## src/rtl/ddr_rw_scheduler.sv

```systemverilog
// ddr_rw_scheduler: shares one DDR3 AXI port between the write and read
// arbiters. It batches bursts per direction, inserts a turnaround gap on
// every direction change and can bound the waiting time of the idle side.
//
// Ports:
//   clk, rst_n        clock, asynchronous active-low reset
//   wr_req/addr/len   write request (level, held until wr_grant)
//   wr_grant          one-cycle accept pulse for the write request
//   rd_req/addr/len   read request (level, held until rd_grant)
//   rd_grant          one-cycle accept pulse for the read request
//   axi_wr_*          registered start/addr/len to the AXI write master
//   wr_done           write burst complete (BRESP received)
//   axi_rd_*          registered start/addr/len to the AXI read master
//   rd_done           read burst complete (RLAST accepted)
//   dir               current/last direction, 1 = write
//
// Optional feature: define RW_SCHED_STARVE_EN to enable the starvation
// counters that force a direction switch after STARVE_LIMIT wait cycles.
module ddr_rw_scheduler #(
    parameter int ADDR_W       = 30,
    parameter int MAX_BATCH    = 4,
    parameter int TURN_CYC     = 2,
    parameter int STARVE_LIMIT = 256
) (
    input  logic              clk,
    input  logic              rst_n,
    input  logic              wr_req,
    input  logic [ADDR_W-1:0] wr_addr,
    input  logic [7:0]        wr_len,
    output logic              wr_grant,
    input  logic              rd_req,
    input  logic [ADDR_W-1:0] rd_addr,
    input  logic [7:0]        rd_len,
    output logic              rd_grant,
    output logic              axi_wr_start,
    output logic [ADDR_W-1:0] axi_wr_addr,
    output logic [7:0]        axi_wr_len,
    input  logic              wr_done,
    output logic              axi_rd_start,
    output logic [ADDR_W-1:0] axi_rd_addr,
    output logic [7:0]        axi_rd_len,
    input  logic              rd_done,
    output logic              dir
);

    localparam int BW = 4;
    localparam int TW = 3;

    if (MAX_BATCH < 1 || MAX_BATCH > 15) begin : g_bad_batch
        $error("MAX_BATCH out of range 1..15");
    end
    if (TURN_CYC < 0 || TURN_CYC > 7) begin : g_bad_turn
        $error("TURN_CYC out of range 0..7");
    end
    if (STARVE_LIMIT < 1 || STARVE_LIMIT > 1023) begin : g_bad_starve
        $error("STARVE_LIMIT out of range 1..1023");
    end

    typedef enum logic [1:0] {
        IDLE    = 2'd0,
        WR_WAIT = 2'd1,
        RD_WAIT = 2'd2,
        TURN    = 2'd3
    } state_e;

    state_e            state_q, state_d;
    logic              dir_q, dir_d;
    logic [BW-1:0]     batch_cnt_q, batch_cnt_d;
    logic [TW-1:0]     turn_cnt_q, turn_cnt_d;
    logic              wr_start_q, wr_start_d;
    logic              rd_start_q, rd_start_d;
    logic [ADDR_W-1:0] wr_addr_q, wr_addr_d;
    logic [ADDR_W-1:0] rd_addr_q, rd_addr_d;
    logic [7:0]        wr_len_q, wr_len_d;
    logic [7:0]        rd_len_q, rd_len_d;

    logic              issue_wr;
    logic              issue_rd;
    logic              switch_dir;
    logic              batch_full;
    logic [BW-1:0]     batch_bump;
    logic              wr_starve;
    logic              rd_starve;

    assign batch_full = (batch_cnt_q == BW'(MAX_BATCH));
    assign batch_bump = batch_full ? batch_cnt_q : batch_cnt_q + 1'b1;

`ifdef RW_SCHED_STARVE_EN
    localparam int SW = 10;

    logic [SW-1:0] wr_stv_q, wr_stv_d;
    logic [SW-1:0] rd_stv_q, rd_stv_d;

    assign wr_starve = (wr_stv_q == SW'(STARVE_LIMIT));
    assign rd_starve = (rd_stv_q == SW'(STARVE_LIMIT));

    // Only the side that is not the current direction accumulates wait.
    always_comb begin
        wr_stv_d = wr_stv_q;
        rd_stv_d = rd_stv_q;
        if (issue_wr) begin
            wr_stv_d = '0;
        end else if (wr_req && !dir_q && !wr_starve) begin
            wr_stv_d = wr_stv_q + 1'b1;
        end
        if (issue_rd) begin
            rd_stv_d = '0;
        end else if (rd_req && dir_q && !rd_starve) begin
            rd_stv_d = rd_stv_q + 1'b1;
        end
    end

    always_ff @(posedge clk or negedge rst_n) begin
        if (!rst_n) begin
            wr_stv_q <= '0;
            rd_stv_q <= '0;
        end else begin
            wr_stv_q <= wr_stv_d;
            rd_stv_q <= rd_stv_d;
        end
    end
`else
    assign wr_starve = 1'b0;
    assign rd_starve = 1'b0;
`endif

    always_comb begin
        state_d     = state_q;
        dir_d       = dir_q;
        batch_cnt_d = batch_cnt_q;
        turn_cnt_d  = turn_cnt_q;
        wr_start_d  = 1'b0;
        rd_start_d  = 1'b0;
        wr_addr_d   = wr_addr_q;
        rd_addr_d   = rd_addr_q;
        wr_len_d    = wr_len_q;
        rd_len_d    = rd_len_q;
        issue_wr    = 1'b0;
        issue_rd    = 1'b0;
        switch_dir  = 1'b0;

        unique case (state_q)
            IDLE: begin
                // On contention serve the side opposite the last one.
                if (wr_req && rd_req) begin
                    issue_wr = ~dir_q;
                    issue_rd = dir_q;
                end else begin
                    issue_wr = wr_req;
                    issue_rd = rd_req;
                end
            end
            WR_WAIT: begin
                if (wr_done) begin
                    if (rd_req && (batch_full || rd_starve || !wr_req)) begin
                        switch_dir = 1'b1;
                    end else if (wr_req) begin
                        issue_wr = 1'b1;
                    end else begin
                        state_d = IDLE;
                    end
                end
            end
            RD_WAIT: begin
                if (rd_done) begin
                    if (wr_req && (batch_full || wr_starve || !rd_req)) begin
                        switch_dir = 1'b1;
                    end else if (rd_req) begin
                        issue_rd = 1'b1;
                    end else begin
                        state_d = IDLE;
                    end
                end
            end
            TURN: begin
                // dir already points at the new side; its req is held.
                if (turn_cnt_q == '0) begin
                    issue_wr = dir_q;
                    issue_rd = ~dir_q;
                end else begin
                    turn_cnt_d = turn_cnt_q - 1'b1;
                end
            end
            default: state_d = IDLE;
        endcase

        if (switch_dir) begin
            batch_cnt_d = '0;
            dir_d       = ~dir_q;
            if (TURN_CYC == 0) begin
                issue_wr = ~dir_q;
                issue_rd = dir_q;
            end else begin
                state_d    = TURN;
                turn_cnt_d = TW'(TURN_CYC - 1);
            end
        end

        // A direction change restarts the batch count at the first burst.
        if (issue_wr) begin
            wr_start_d  = 1'b1;
            wr_addr_d   = wr_addr;
            wr_len_d    = wr_len;
            dir_d       = 1'b1;
            state_d     = WR_WAIT;
            batch_cnt_d = dir_q ? batch_bump : BW'(1);
        end
        if (issue_rd) begin
            rd_start_d  = 1'b1;
            rd_addr_d   = rd_addr;
            rd_len_d    = rd_len;
            dir_d       = 1'b0;
            state_d     = RD_WAIT;
            batch_cnt_d = !dir_q ? batch_bump : BW'(1);
        end
    end

    always_ff @(posedge clk or negedge rst_n) begin
        if (!rst_n) begin
            state_q     <= IDLE;
            dir_q       <= 1'b0;
            batch_cnt_q <= '0;
            turn_cnt_q  <= '0;
            wr_start_q  <= 1'b0;
            rd_start_q  <= 1'b0;
            wr_addr_q   <= '0;
            rd_addr_q   <= '0;
            wr_len_q    <= '0;
            rd_len_q    <= '0;
        end else begin
            state_q     <= state_d;
            dir_q       <= dir_d;
            batch_cnt_q <= batch_cnt_d;
            turn_cnt_q  <= turn_cnt_d;
            wr_start_q  <= wr_start_d;
            rd_start_q  <= rd_start_d;
            wr_addr_q   <= wr_addr_d;
            rd_addr_q   <= rd_addr_d;
            wr_len_q    <= wr_len_d;
            rd_len_q    <= rd_len_d;
        end
    end

    // Grant and start are the same registered pulse.
    assign wr_grant     = wr_start_q;
    assign rd_grant     = rd_start_q;
    assign axi_wr_start = wr_start_q;
    assign axi_rd_start = rd_start_q;
    assign axi_wr_addr  = wr_addr_q;
    assign axi_rd_addr  = rd_addr_q;
    assign axi_wr_len   = wr_len_q;
    assign axi_rd_len   = rd_len_q;
    assign dir          = dir_q;

endmodule

```

## config.mk

```make
export PLATFORM = sky130hd
export DESIGN_NAME = ddr_rw_scheduler
export DESIGN_NICKNAME = d
export VERILOG_FILES = /design/src/rtl/ddr_rw_scheduler.sv
export SDC_FILE = /design/constraint.sdc
export NUM_CORES = 1
export LEC_CHECK = 0
export ABC_AREA = 0
export CAP_MARGIN = 20
export CORE_UTILIZATION = 40
export DETAILED_ROUTE_END_ITERATION = 8
export DONT_BUFFER_PORTS = 1
export PLACE_DENSITY = 0.55
export SLEW_MARGIN = 20
export SYNTH_ARGS = -nofsm -noshare
export SYNTH_HDL_FRONTEND = slang
export SYNTH_SLANG_ARGS = --single-unit
```

## constraint.sdc

```tcl
create_clock -name clk -period 4.4 [get_ports clk]
set_input_delay 0.22 -clock clk [delete_from_list [all_inputs] [get_ports clk]]
set_output_delay 0.22 -clock clk [all_outputs]
set_load 0.02 [all_outputs]
```

==> metrics <==
status complete, no violations; Setup Buffers After CTS 0; DR vias/cell around 5.3; power per cell area 699.5 nW/um^2; # fillers 741; largest net degree at the start of global routing 89; Worst-Margin Slew 0.8873 ns; Die Span X 98.68 um; initial antenna violation count 0; Final Setup Violations 0; total die area 9737 sq um; WP data required 4.64 ns; Sequential Area 2202 sq um; CTS tree built; dominant cells by area after synthesis dfrtp_1 (59%), mux2_1 (14%), mux2_2 (9.3%); nets@finish 423; layout cells sized above 1 15.68%; 1st-iter DRT viols 69; kind of critical path register to register; max cap viols 0; Syn Std Cell Area about 3700 sq um; port bufs 0; Detail Placement HPWL approximately 4700 um; total CTS buffers 9; largest area contributor in the netlist dfrtp_1; CTS H-Tree Depth 3; Avg Synthesized Cell Area ~14 sq um; Vias between 2000 and 2500; Antenna Nets Post-Route 0; Fin Setup TNS 0 ns; Setup crit end kind register; post-cts resize count 0; Worst setup SP type register; # clock sinks between 80 and 90; # DRC 0; antenna cells 0; hold crit path type input pin to register; gr ovfl total 0; gpl congestion 0.7767; commonest register cell after synthesis dfrtp_1; post-synthesis cell type count 42; RSZ-0062 raised after global routing no; GRT Total Usage 15.48%; post-route design area 4683 sq um; cell with the largest stage delay on the worst path a21oi_4; Area Overhead vs Synth 25.27%; Post-Route WL 7382 um; Clock Pin Slew Worst Setup and Hold Paths 0.09 ns; DR pass1 iterations 6; number of global-route vias before repair ~2400; most common cell in the synthesized netlist dfrtp_1; Row Count 34; area of the multi-input gates 1374 sq um; # hold bufs at CTS 64; syn_nets around 350; worst skew pair latency approximately 0.35 ns; Initial Util a little over two fifths; EDFF count, synth 0; final period demand of the worst path 2.754 ns; cell count after synthesis 261; CP cell instances inv_1 -> ha_1 -> and3b_1 -> o22ai_2 -> a21oi_4 -> buf_4 -> mux2_2; crit-path max FO 28; Pleak 0.002047 uW; Pwr Total 3276 uW; Top Ports approximately 160; first-pass GRT wire length 11670 um; crit share post-route 62.59%; maximum root-to-sink buffer count 2; Worst VDD drop 0.3889 mV; YS warnings 0; cell area after placement between 3000 and 4000 sq um; post-synthesis sequential area ratio 58.90%; Max Fclk 363.1 MHz; final hold vios 0; FF+latch count, synth 88; Async SR Flop Fraction 100.0%; Final Max Slew Viols 0; die height 98.68 um; Rel. slew slack 40.72%; Floorplan Core Area 8891 sq um; area fraction of the dominant cell type after synthesis between 50% and 60%; most frequent cells after synthesis dfrtp_1 (88), mux2_1 (45), mux2_2 (31); Final Skew 0.01646 ns; Largest stage delay, worst path 0.72 ns; Wirelength per Cell roughly 17 um; clock root buffer clkbuf_8; CP Data Arrival Time 3.00 ns
## layout make-up
cell class,count,area share (%)
clock inverter,5,0.8816
inverter,11,0.9351
multi-input combinational,149,29.33
sequential,88,47.02
clock buffer,11,2.805
tap,108,2.885
timing repair buffer,74,16.14
## metal layers
metal,part of all wire (%),global-route usage [%]
met5,0,0
met4,1.8,5.970
met3,8.9,6.809
met2,50,26.22
met1,40,17.20
## where the power goes
| part | switching (uW) | internal [uW] |
|---|---|---|
| clock | 287 | 210 |
| sequential | 752 | 1210 |
| combinational | 348 | 469 |
| total | 1390 | 1890 |
## worst max-delay path, delay by kind of cell, from the launching register on
| family | cells | cell delay, ns |
|---|---|---|
| AOI/OAI and AO/OA | 2 | 0.85 |
| adders and majority gates | 1 | 0.21 |
| buffers and inverters | 2 | 0.49 |
| DFF | 1 | 0.41 |
| muxes | 1 | 0.37 |
| and+or+nand+nor | 1 | 0.31 |
## cells in the final DEF, fill, tap and decap left out, types with 3 or more instances in the layout
master         Yosys  layout
nand3_1            4       4
nand2_1            7       7
a21oi_1           10      10
inv_1              9       9
o21ai_0            6       6
and3_1             3       3
mux2_1            45      45
dfrtp_1           88      88
ha_1               8       8
nor2b_1            3       3
dlygate4sd3_1      0      72
mux2_2            31      31
xnor2_1            3       3
clkbuf_8           0       9
## flip-flops by register name, summed over array words and instances (netlist names)
name,count
axi_rd_start,1
batch_cnt_q,4
dir,1
turn_cnt_q,3
axi_rd_addr,30
axi_rd_len,8
axi_wr_start,1
axi_wr_len,8
state_q,2
axi_wr_addr,30
## path summary, 6_finish.rpt
kind	startpoint	to	slack [ns]	cells after the start
setup / recovery	batch_cnt_q[0]$_DFFE_PN0P_	axi_rd_addr[16]$_DFFE_PN0N_	1.65	7
min in group asynchronous	rst_n	axi_wr_addr[26]$_DFFE_PN0P_	0.43	2
setup reg to reg	batch_cnt_q[0]$_DFFE_PN0P_	axi_rd_addr[16]$_DFFE_PN0N_	1.65	7
hold / removal	wr_addr[10]	axi_wr_addr[10]$_DFFE_PN0P_	0.02	1
max in group asynchronous	rst_n	batch_cnt_q[3]$_DFFE_PN0P_	3.63	2
hold reg to reg	turn_cnt_q[0]$_DFFE_PN0P_	turn_cnt_q[0]$_DFFE_PN0P_	0.53	2
## through the flow
stage               setup WS (ns)  std cells  util, %  hold WS (ns)
global placement            1.702        357    42.32      -0.07354
finish                      1.646        446    52.67       0.01615
CTS                         1.627        437    51.66    0.00002129
floorplan                   2.415        261        -      -0.07559
global route                1.452        446    52.67     0.0008433
detailed placement          1.624        357    42.32      -0.07378
## kinds of logic after synthesis
group / after synthesis / synth area share (%)
flops: 88 / 58.90
mux: 77 / 23.16
compound gates: 30 / 5.489
simple gates: 30 / 4.485
buf+inv: 24 / 4.351
fa+ha+maj: 8 / 2.677
xor+xnor: 4 / 0.9373
(Power assumes the default switching activity.)
